<file path="src/rtl/cointoss_pkg.sv">
// Shared coin-toss definitions: symbol codes, decoder FSM encoding and the
// successor tables used by both the generator checkers and the decoder.
package cointoss_pkg;

    localparam logic [2:0] S0 = 3'd0;
    localparam logic [2:0] S1 = 3'd1;
    localparam logic [2:0] S2 = 3'd2;
    localparam logic [2:0] S3 = 3'd3;
    localparam logic [2:0] S4 = 3'd4;
    localparam logic [2:0] S5 = 3'd5;
    localparam logic [2:0] S6 = 3'd6;
    localparam logic [2:0] S7 = 3'd7;

    typedef enum logic [0:0] {
        HUNT  = 1'b0,
        TRACK = 1'b1
    } dec_state_t;

    // Index is the previous symbol; value is the symbol a toss of 1 (resp. 0) leads to.
    localparam logic [2:0] SUCC1 [8] = '{S1, S3, S3, S5, S5, S7, S7, S0};
    localparam logic [2:0] SUCC0 [8] = '{S2, S2, S4, S4, S6, S6, S0, S2};

    function automatic logic [7:0] sat_inc8(input logic [7:0] val);
        logic [7:0] res;
        if (val == 8'hFF) begin
            res = val;
        end else begin
            res = val + 8'd1;
        end
        return res;
    endfunction

endpackage

</file>
<file path="src/rtl/cointoss_decoder_if.sv">
// Symbol input and recovered-word output bundle of the coin-toss decoder.
// err_cnt only exists when COINTOSS_DEC_STATS_EN is defined.
interface cointoss_decoder_if #(
    parameter int WORD_W = 8
);
    logic              in_valid;
    logic [2:0]        in_sym;
    logic              word_valid;
    logic              word_ready;
    logic [WORD_W-1:0] word_data;
    logic              locked;
    logic              err_pulse;
    logic              ovf;
`ifdef COINTOSS_DEC_STATS_EN
    logic [7:0]        err_cnt;

    modport master (
        output in_valid, in_sym, word_ready,
        input  word_valid, word_data, locked, err_pulse, ovf, err_cnt
    );
    modport slave (
        input  in_valid, in_sym, word_ready,
        output word_valid, word_data, locked, err_pulse, ovf, err_cnt
    );
`else
    modport master (
        output in_valid, in_sym, word_ready,
        input  word_valid, word_data, locked, err_pulse, ovf
    );
    modport slave (
        input  in_valid, in_sym, word_ready,
        output word_valid, word_data, locked, err_pulse, ovf
    );
`endif
endinterface

</file>
<file path="src/rtl/cointoss_step_lut.sv">
// Combinational transition classifier: is prev->sym a legal step, and which
// toss bit does it encode.
module cointoss_step_lut
    import cointoss_pkg::*;
(
    input  logic [2:0] prev,
    input  logic [2:0] sym,
    output logic       legal,
    output logic       sym_bit
);

    // Look the pair up in both successor tables; the two entries never coincide.
    always_comb begin
        legal   = 1'b0;
        sym_bit = 1'b0;
        if (sym == SUCC1[prev]) begin
            legal   = 1'b1;
            sym_bit = 1'b1;
        end else if (sym == SUCC0[prev]) begin
            legal   = 1'b1;
            sym_bit = 1'b0;
        end else begin
            legal   = 1'b0;
            sym_bit = 1'b0;
        end
    end

endmodule

</file>
<file path="src/rtl/cointoss_decoder.sv">
// Coin-toss receive decoder: recovers toss bits from the symbol stream, packs
// them MSB-first into words and flags illegal steps. Build option: COINTOSS_DEC_STATS_EN.
module cointoss_decoder
    import cointoss_pkg::*;
#(
    parameter int WORD_W = 8
) (
    input  logic clk,
    input  logic rst,
    cointoss_decoder_if.slave bus
);

    localparam int CNT_W = (WORD_W > 2) ? $clog2(WORD_W) : 1;
    localparam logic [CNT_W-1:0] CNT_LAST = CNT_W'(WORD_W - 1);

    dec_state_t        state_r, state_s;
    logic [2:0]        prev_r, prev_s;
    logic [WORD_W-1:0] shreg_r, shreg_s;
    logic [CNT_W-1:0]  cnt_r, cnt_s;
    logic              word_valid_r, word_valid_s;
    logic [WORD_W-1:0] word_data_r, word_data_s;
    logic              locked_r;
    logic              err_pulse_r, err_s;
    logic              ovf_r, ovf_s;
    logic              legal_s;
    logic              sym_bit_s;
    logic              complete_s;
    logic              slot_free_s;
    logic [WORD_W-1:0] shifted_s;

    cointoss_step_lut u_lut (
        .prev    (prev_r),
        .sym     (bus.in_sym),
        .legal   (legal_s),
        .sym_bit (sym_bit_s)
    );

    assign shifted_s   = {shreg_r[WORD_W-2:0], sym_bit_s};
    assign slot_free_s = !word_valid_r || bus.word_ready;

    // Next-state, packing and output-slot decisions.
    always_comb begin
        state_s      = state_r;
        prev_s       = prev_r;
        shreg_s      = shreg_r;
        cnt_s        = cnt_r;
        err_s        = 1'b0;
        complete_s   = 1'b0;
        ovf_s        = ovf_r;
        word_data_s  = word_data_r;
        word_valid_s = word_valid_r && !bus.word_ready;

        if (bus.in_valid) begin
            prev_s = bus.in_sym;
            case (state_r)
                HUNT: begin
                    state_s = TRACK;
                end
                TRACK: begin
                    if (legal_s) begin
                        shreg_s = shifted_s;
                        if (cnt_r == CNT_LAST) begin
                            cnt_s      = {CNT_W{1'b0}};
                            complete_s = 1'b1;
                        end else begin
                            cnt_s = cnt_r + CNT_W'(1);
                        end
                    end else begin
                        err_s   = 1'b1;
                        shreg_s = {WORD_W{1'b0}};
                        cnt_s   = {CNT_W{1'b0}};
                    end
                end
                default: begin
                    state_s = HUNT;
                end
            endcase
        end else begin
            prev_s = prev_r;
        end

        // A finished word only lands if the slot is empty or draining this cycle.
        if (complete_s) begin
            if (slot_free_s) begin
                word_valid_s = 1'b1;
                word_data_s  = shifted_s;
            end else begin
                ovf_s = 1'b1;
            end
        end else begin
            ovf_s = ovf_r;
        end
    end

    // FSM state register.
    always_ff @(posedge clk or posedge rst) begin
        if (rst) begin
            state_r <= HUNT;
        end else begin
            state_r <= state_s;
        end
    end

    // Datapath and registered outputs.
    always_ff @(posedge clk or posedge rst) begin
        if (rst) begin
            prev_r       <= S0;
            shreg_r      <= {WORD_W{1'b0}};
            cnt_r        <= {CNT_W{1'b0}};
            word_valid_r <= 1'b0;
            word_data_r  <= {WORD_W{1'b0}};
            locked_r     <= 1'b0;
            err_pulse_r  <= 1'b0;
            ovf_r        <= 1'b0;
        end else begin
            prev_r       <= prev_s;
            shreg_r      <= shreg_s;
            cnt_r        <= cnt_s;
            word_valid_r <= word_valid_s;
            word_data_r  <= word_data_s;
            locked_r     <= (state_s == TRACK);
            err_pulse_r  <= err_s;
            ovf_r        <= ovf_s;
        end
    end

    assign bus.word_valid = word_valid_r;
    assign bus.word_data  = word_data_r;
    assign bus.locked     = locked_r;
    assign bus.err_pulse  = err_pulse_r;
    assign bus.ovf        = ovf_r;

`ifdef COINTOSS_DEC_STATS_EN
    logic [7:0] err_cnt_r;

    // Saturating count of illegal transitions.
    always_ff @(posedge clk or posedge rst) begin
        if (rst) begin
            err_cnt_r <= 8'd0;
        end else if (err_s) begin
            err_cnt_r <= sat_inc8(err_cnt_r);
        end else begin
            err_cnt_r <= err_cnt_r;
        end
    end

    assign bus.err_cnt = err_cnt_r;
`endif

endmodule

</file>
<file path="src/flat_wrapper.sv">
// flat-port wrapper written by rule: the top's interface ports become plain ports
module cointoss_decoder_flat import cointoss_pkg::*;
#(
    parameter int WORD_W = 8
)
  (clk, rst, bus_in_valid, bus_in_sym, bus_word_ready, bus_word_valid, bus_word_data, bus_locked, bus_err_pulse, bus_ovf);
  cointoss_decoder_if #(.WORD_W(WORD_W)) bus_i ();
  input  logic clk;
  input  logic rst;
  input wire logic [$bits(bus_i.in_valid)-1:0] bus_in_valid;
  input wire logic [$bits(bus_i.in_sym)-1:0] bus_in_sym;
  input wire logic [$bits(bus_i.word_ready)-1:0] bus_word_ready;
  output wire logic [$bits(bus_i.word_valid)-1:0] bus_word_valid;
  output wire logic [$bits(bus_i.word_data)-1:0] bus_word_data;
  output wire logic [$bits(bus_i.locked)-1:0] bus_locked;
  output wire logic [$bits(bus_i.err_pulse)-1:0] bus_err_pulse;
  output wire logic [$bits(bus_i.ovf)-1:0] bus_ovf;
  assign bus_i.in_valid = bus_in_valid;
  assign bus_i.in_sym = bus_in_sym;
  assign bus_i.word_ready = bus_word_ready;
  assign bus_word_valid = bus_i.word_valid;
  assign bus_word_data = bus_i.word_data;
  assign bus_locked = bus_i.locked;
  assign bus_err_pulse = bus_i.err_pulse;
  assign bus_ovf = bus_i.ovf;
  cointoss_decoder #(.WORD_W(WORD_W)) u_core (.clk(clk), .rst(rst), .bus(bus_i));
endmodule
</file>
<file path="config.mk">
export PLATFORM = sky130hd
export DESIGN_NAME = cointoss_decoder_flat
export DESIGN_NICKNAME = d
export VERILOG_FILES = /design/src/rtl/cointoss_pkg.sv /design/src/rtl/cointoss_decoder_if.sv /design/src/rtl/cointoss_step_lut.sv /design/src/rtl/cointoss_decoder.sv /design/src/flat_wrapper.sv
export SDC_FILE = /design/constraint.sdc
export NUM_CORES = 1
export LEC_CHECK = 0
export ABC_AREA = 1
export BUFFER_PORTS_ARGS = -buffer_cell sky130_fd_sc_hd__buf_2
export CAP_MARGIN = 20
export CORE_MARGIN = 10
export CORE_UTILIZATION = 55
export CTS_BUF_LIST = sky130_fd_sc_hd__clkbuf_8
export CTS_CLUSTER_DIAMETER = 120
export DETAILED_ROUTE_END_ITERATION = 12
export PLACE_DENSITY = 0.75
export SLEW_MARGIN = 20
export SYNTH_ARGS = -nofsm -noshare
export SYNTH_HDL_FRONTEND = slang
export SYNTH_HIERARCHICAL = 1
export SYNTH_SLANG_ARGS = --single-unit
</file>
<file path="constraint.sdc">
create_clock -name clk -period 1.9 [get_ports clk]
set_input_delay 0.095 -clock clk [delete_from_list [all_inputs] [get_ports clk]]
set_output_delay 0.095 -clock clk [all_outputs]
set_load 0.05 [all_outputs]
</file>
==> flow_summary.yaml <==
logic_synthesis:
  yosysUniqueCellTypes: 17
  ys_warn_count: 6
  ys_seq_elements: 25
  synth_area_per_cell_um2: 8.813
  synth_nets: 150
  synth_cells: 138
  synth_seq_area_share_pct: 51.44
  syn-cell-area_um2: 1216
layout:
  finalNetCount: 176
  syn2layout_area_growth_pct: 16.46
  insertedDiodeCount: 0
  final_area_um2: 1416
  drive_above_1_share_pct: 25.77
pwr:
  pwr-share-comb_pct: 14.8
  leakage_uw: 0.0007721
  power.share.clock_pct: 30.7
  power.density_nw_per_um2: 734.3
  p_int_uw: 755.6
  p_switching_uw: 284.5
  seqPwrFrac_pct: 54.5
  ir_drop_mv: 0.4489
  swShare_pct: 27.35
sta:
  setup_tns_ps: 0
  post-route-period-util_pct: 92.22
  setup_viol: 0
  slew_viol_final: 0
  hold_violations: 0
  max_freq_mhz: 570.7
  rsz0062_at_grt: "false"
  skew_ps: 8.533
  tightest_slew_ps: 311.0
  finalCriticalPeriod_ps: 1752
  relSlewSlack_pct: 79.27
placed_design:
  io_buffers: 18
  place_area_um2: 1328
  hpwl_mm: 1.777
  gp_congestion: 0.7762
route:
  drc: 0
  viasPerCell: 5.237
  ant_nets: 0
  drt_iter0_markers: 47
  wl_mm: 2.376
  firstDrtPassIters: 4
  wl_per_cell_um: 12.51
  num_vias: 995
hold_path:
  min_path_type: "in2reg"
worst_setup_path:
  cp-end-kind: "flip-flop"
  start_kind: "flip-flop"
  crit_type: "reg2reg"
  critPathRequiredTime_ps: 2060
  cp_max_fo: 8
  critPathArrivalTime_ps: 1910
run:
  maxCapViolations: 0
floorplan:
  dieArea_um2: 4492
  die_h_um: 67.03
  num_rows: 16
  core_area_um2: 2022
  fp.dieW_um: 67.03
  start_util_pct: 60.15
  io-pin-count: 19
grt:
  grt_start_max_net_pins: 26
  grt_pass1_vias: 900
  grt_pass1_wl_mm: 3.967
  grt_usage_pct: 11.17
  grt-ovfl-total: 0
  antenna_found_initial: 0
cts:
  clock_sinks: 25
  cts.htree.levels: 1
  tritoncts: "built"
  numCtsBuffers: 3
  cts_buffer_depth: 2
  cts_root_buf: "clkbuf_8"
  clkTransAtPathRegs_ps: 80
  clk-insertion-delay-late_ps: 270
status:
  status: "completed"
-- power groups by stage --
stage	Clock (uW)	Sequential, uW	Combinational, uW
floorplan	0	584	104
global placement	0	576	143
detailed placement	0	578	147
CTS	331	567	149
global route	354	570	172
finish	319	567	154
-- metrics by stage --
step | utilization, % | total power, uW | worst slack (ps) | instances | hold slack (ps)
3_5_place_dp | 65.66 | 724.8 | 82.01 | 182 | 159.3
6_report | 70.05 | 1040 | 147.8 | 190 | 114.7
2_1_floorplan | - | 687.9 | 205.7 | 138 | 122.3
4_1_cts | 68.56 | 1047 | 71.29 | 187 | 113.3
3_3_place_gp | 65.66 | 718.4 | 150.2 | 182 | 147.8
5_1_grt | 70.05 | 1096 | 24.61 | 190 | 116.8
-- registers in the layout (all words and copies together) (netlist names) --
name,cells
u_core/bus.err_pulse,1
u_core/bus.locked,1
u_core/bus.ovf,1
u_core/bus.word_data,8
u_core/bus.word_valid,1
u_core/cnt_r,3
u_core/prev_r,3
u_core/shreg_r,7
-- cells by family (layout without fill, tap and decap cells) --
kind of cell,after synthesis,after routing,synth area share (%)
multiplexers,3,3,2.778
adder cells (fa/ha/maj),5,5,5.144
XOR/XNOR,1,1,0.7203
buffers and inverters,15,39,5.967
flip-flops,25,25,51.44
AO/OA/AOI/OAI,12,12,5.247
AND/OR/NAND/NOR,77,78,28.70
-- worst paths after layout --
path / from / end / slack [ps] / cells past startpoint
max: u_core/prev_r[0] / u_core/bus.word_data[5] / 150 / 14
min: bus_word_ready / u_core/bus.ovf / 110 / 4
max reg2reg: u_core/prev_r[0] / u_core/bus.word_data[5] / 150 / 14
min reg2reg: u_core/bus.ovf / u_core/bus.ovf / 460 / 2
max in group asynchronous: rst / u_core/prev_r[1] / 1230 / 4
min in group asynchronous: rst / u_core/bus.word_data[3] / 410 / 4
-- cell type report --
class	count	area, um^2
clock buffer	3	41.29
clock inverter	1	7.507
fill	161	605.6
inverter	12	45.04
multi-input combinational	99	531.8
sequential	25	626.9
tap	27	33.78
timing repair buffer	23	130.1
-- synth_stat cells, drive strengths merged --
cell | count | share of area [%]
ha | 5 | 5.1
o21ai | 12 | 5.2
mux2 | 3 | 2.8
nand3 | 15 | 6.2
nand2 | 57 | 19
nor2 | 4 | 2.6
inv | 12 | 3.7
xnor2 | 1 | 0.72
or2 | 1 | 0.51
buf | 3 | 2.3
dfrtp | 25 | 51
-- routing by layer --
layer / share of wire [%] / up-vias / track usage [%]
li1: - / 489 / -
met5: 0 / - / 0
met2: 50 / 35 / 18.25
met4: 1.3 / 0 / 4.615
met3: 8.2 / 4 / 3.177
met1: 40 / 467 / 13.37
-- worst max-delay path: stages, from the launching register on --
cell,delay [ps]
dfrtp_1,410
buf_4,150
ha_1,200
inv_2,50
nand2_1,60
nand2_1,60
nand2_1,50
nand2_1,50
nand2_1,70
o21ai_2,80
nand2_2,140
nor2_8,140
nand2_4,90
nand2_1,70
nand2_1,40
-- layout by cell type, fill, tap and decap left out, drive strengths merged --
master and n:
clkbuf 3, dfrtp 25, buf 22, clkinvlp 1, inv 12, xnor2 1, nor2 5, ha 5
dlygate4sd3 1, nand3 15, nand2 57, mux2 3, or2 1, o21ai 12
-- what timing repair did --
| action | CTS | global route |
|---|---|---|
| hold buffers | 1 | 0 |
| buffers inserted | 0 | 2 |
| endpoints found under the setup margin | 0 | 8 |
| resized for setup | 0 | 2 |
| endpoints found under the hold margin | 25 | 0 |
(Power assumes the default switching activity.)
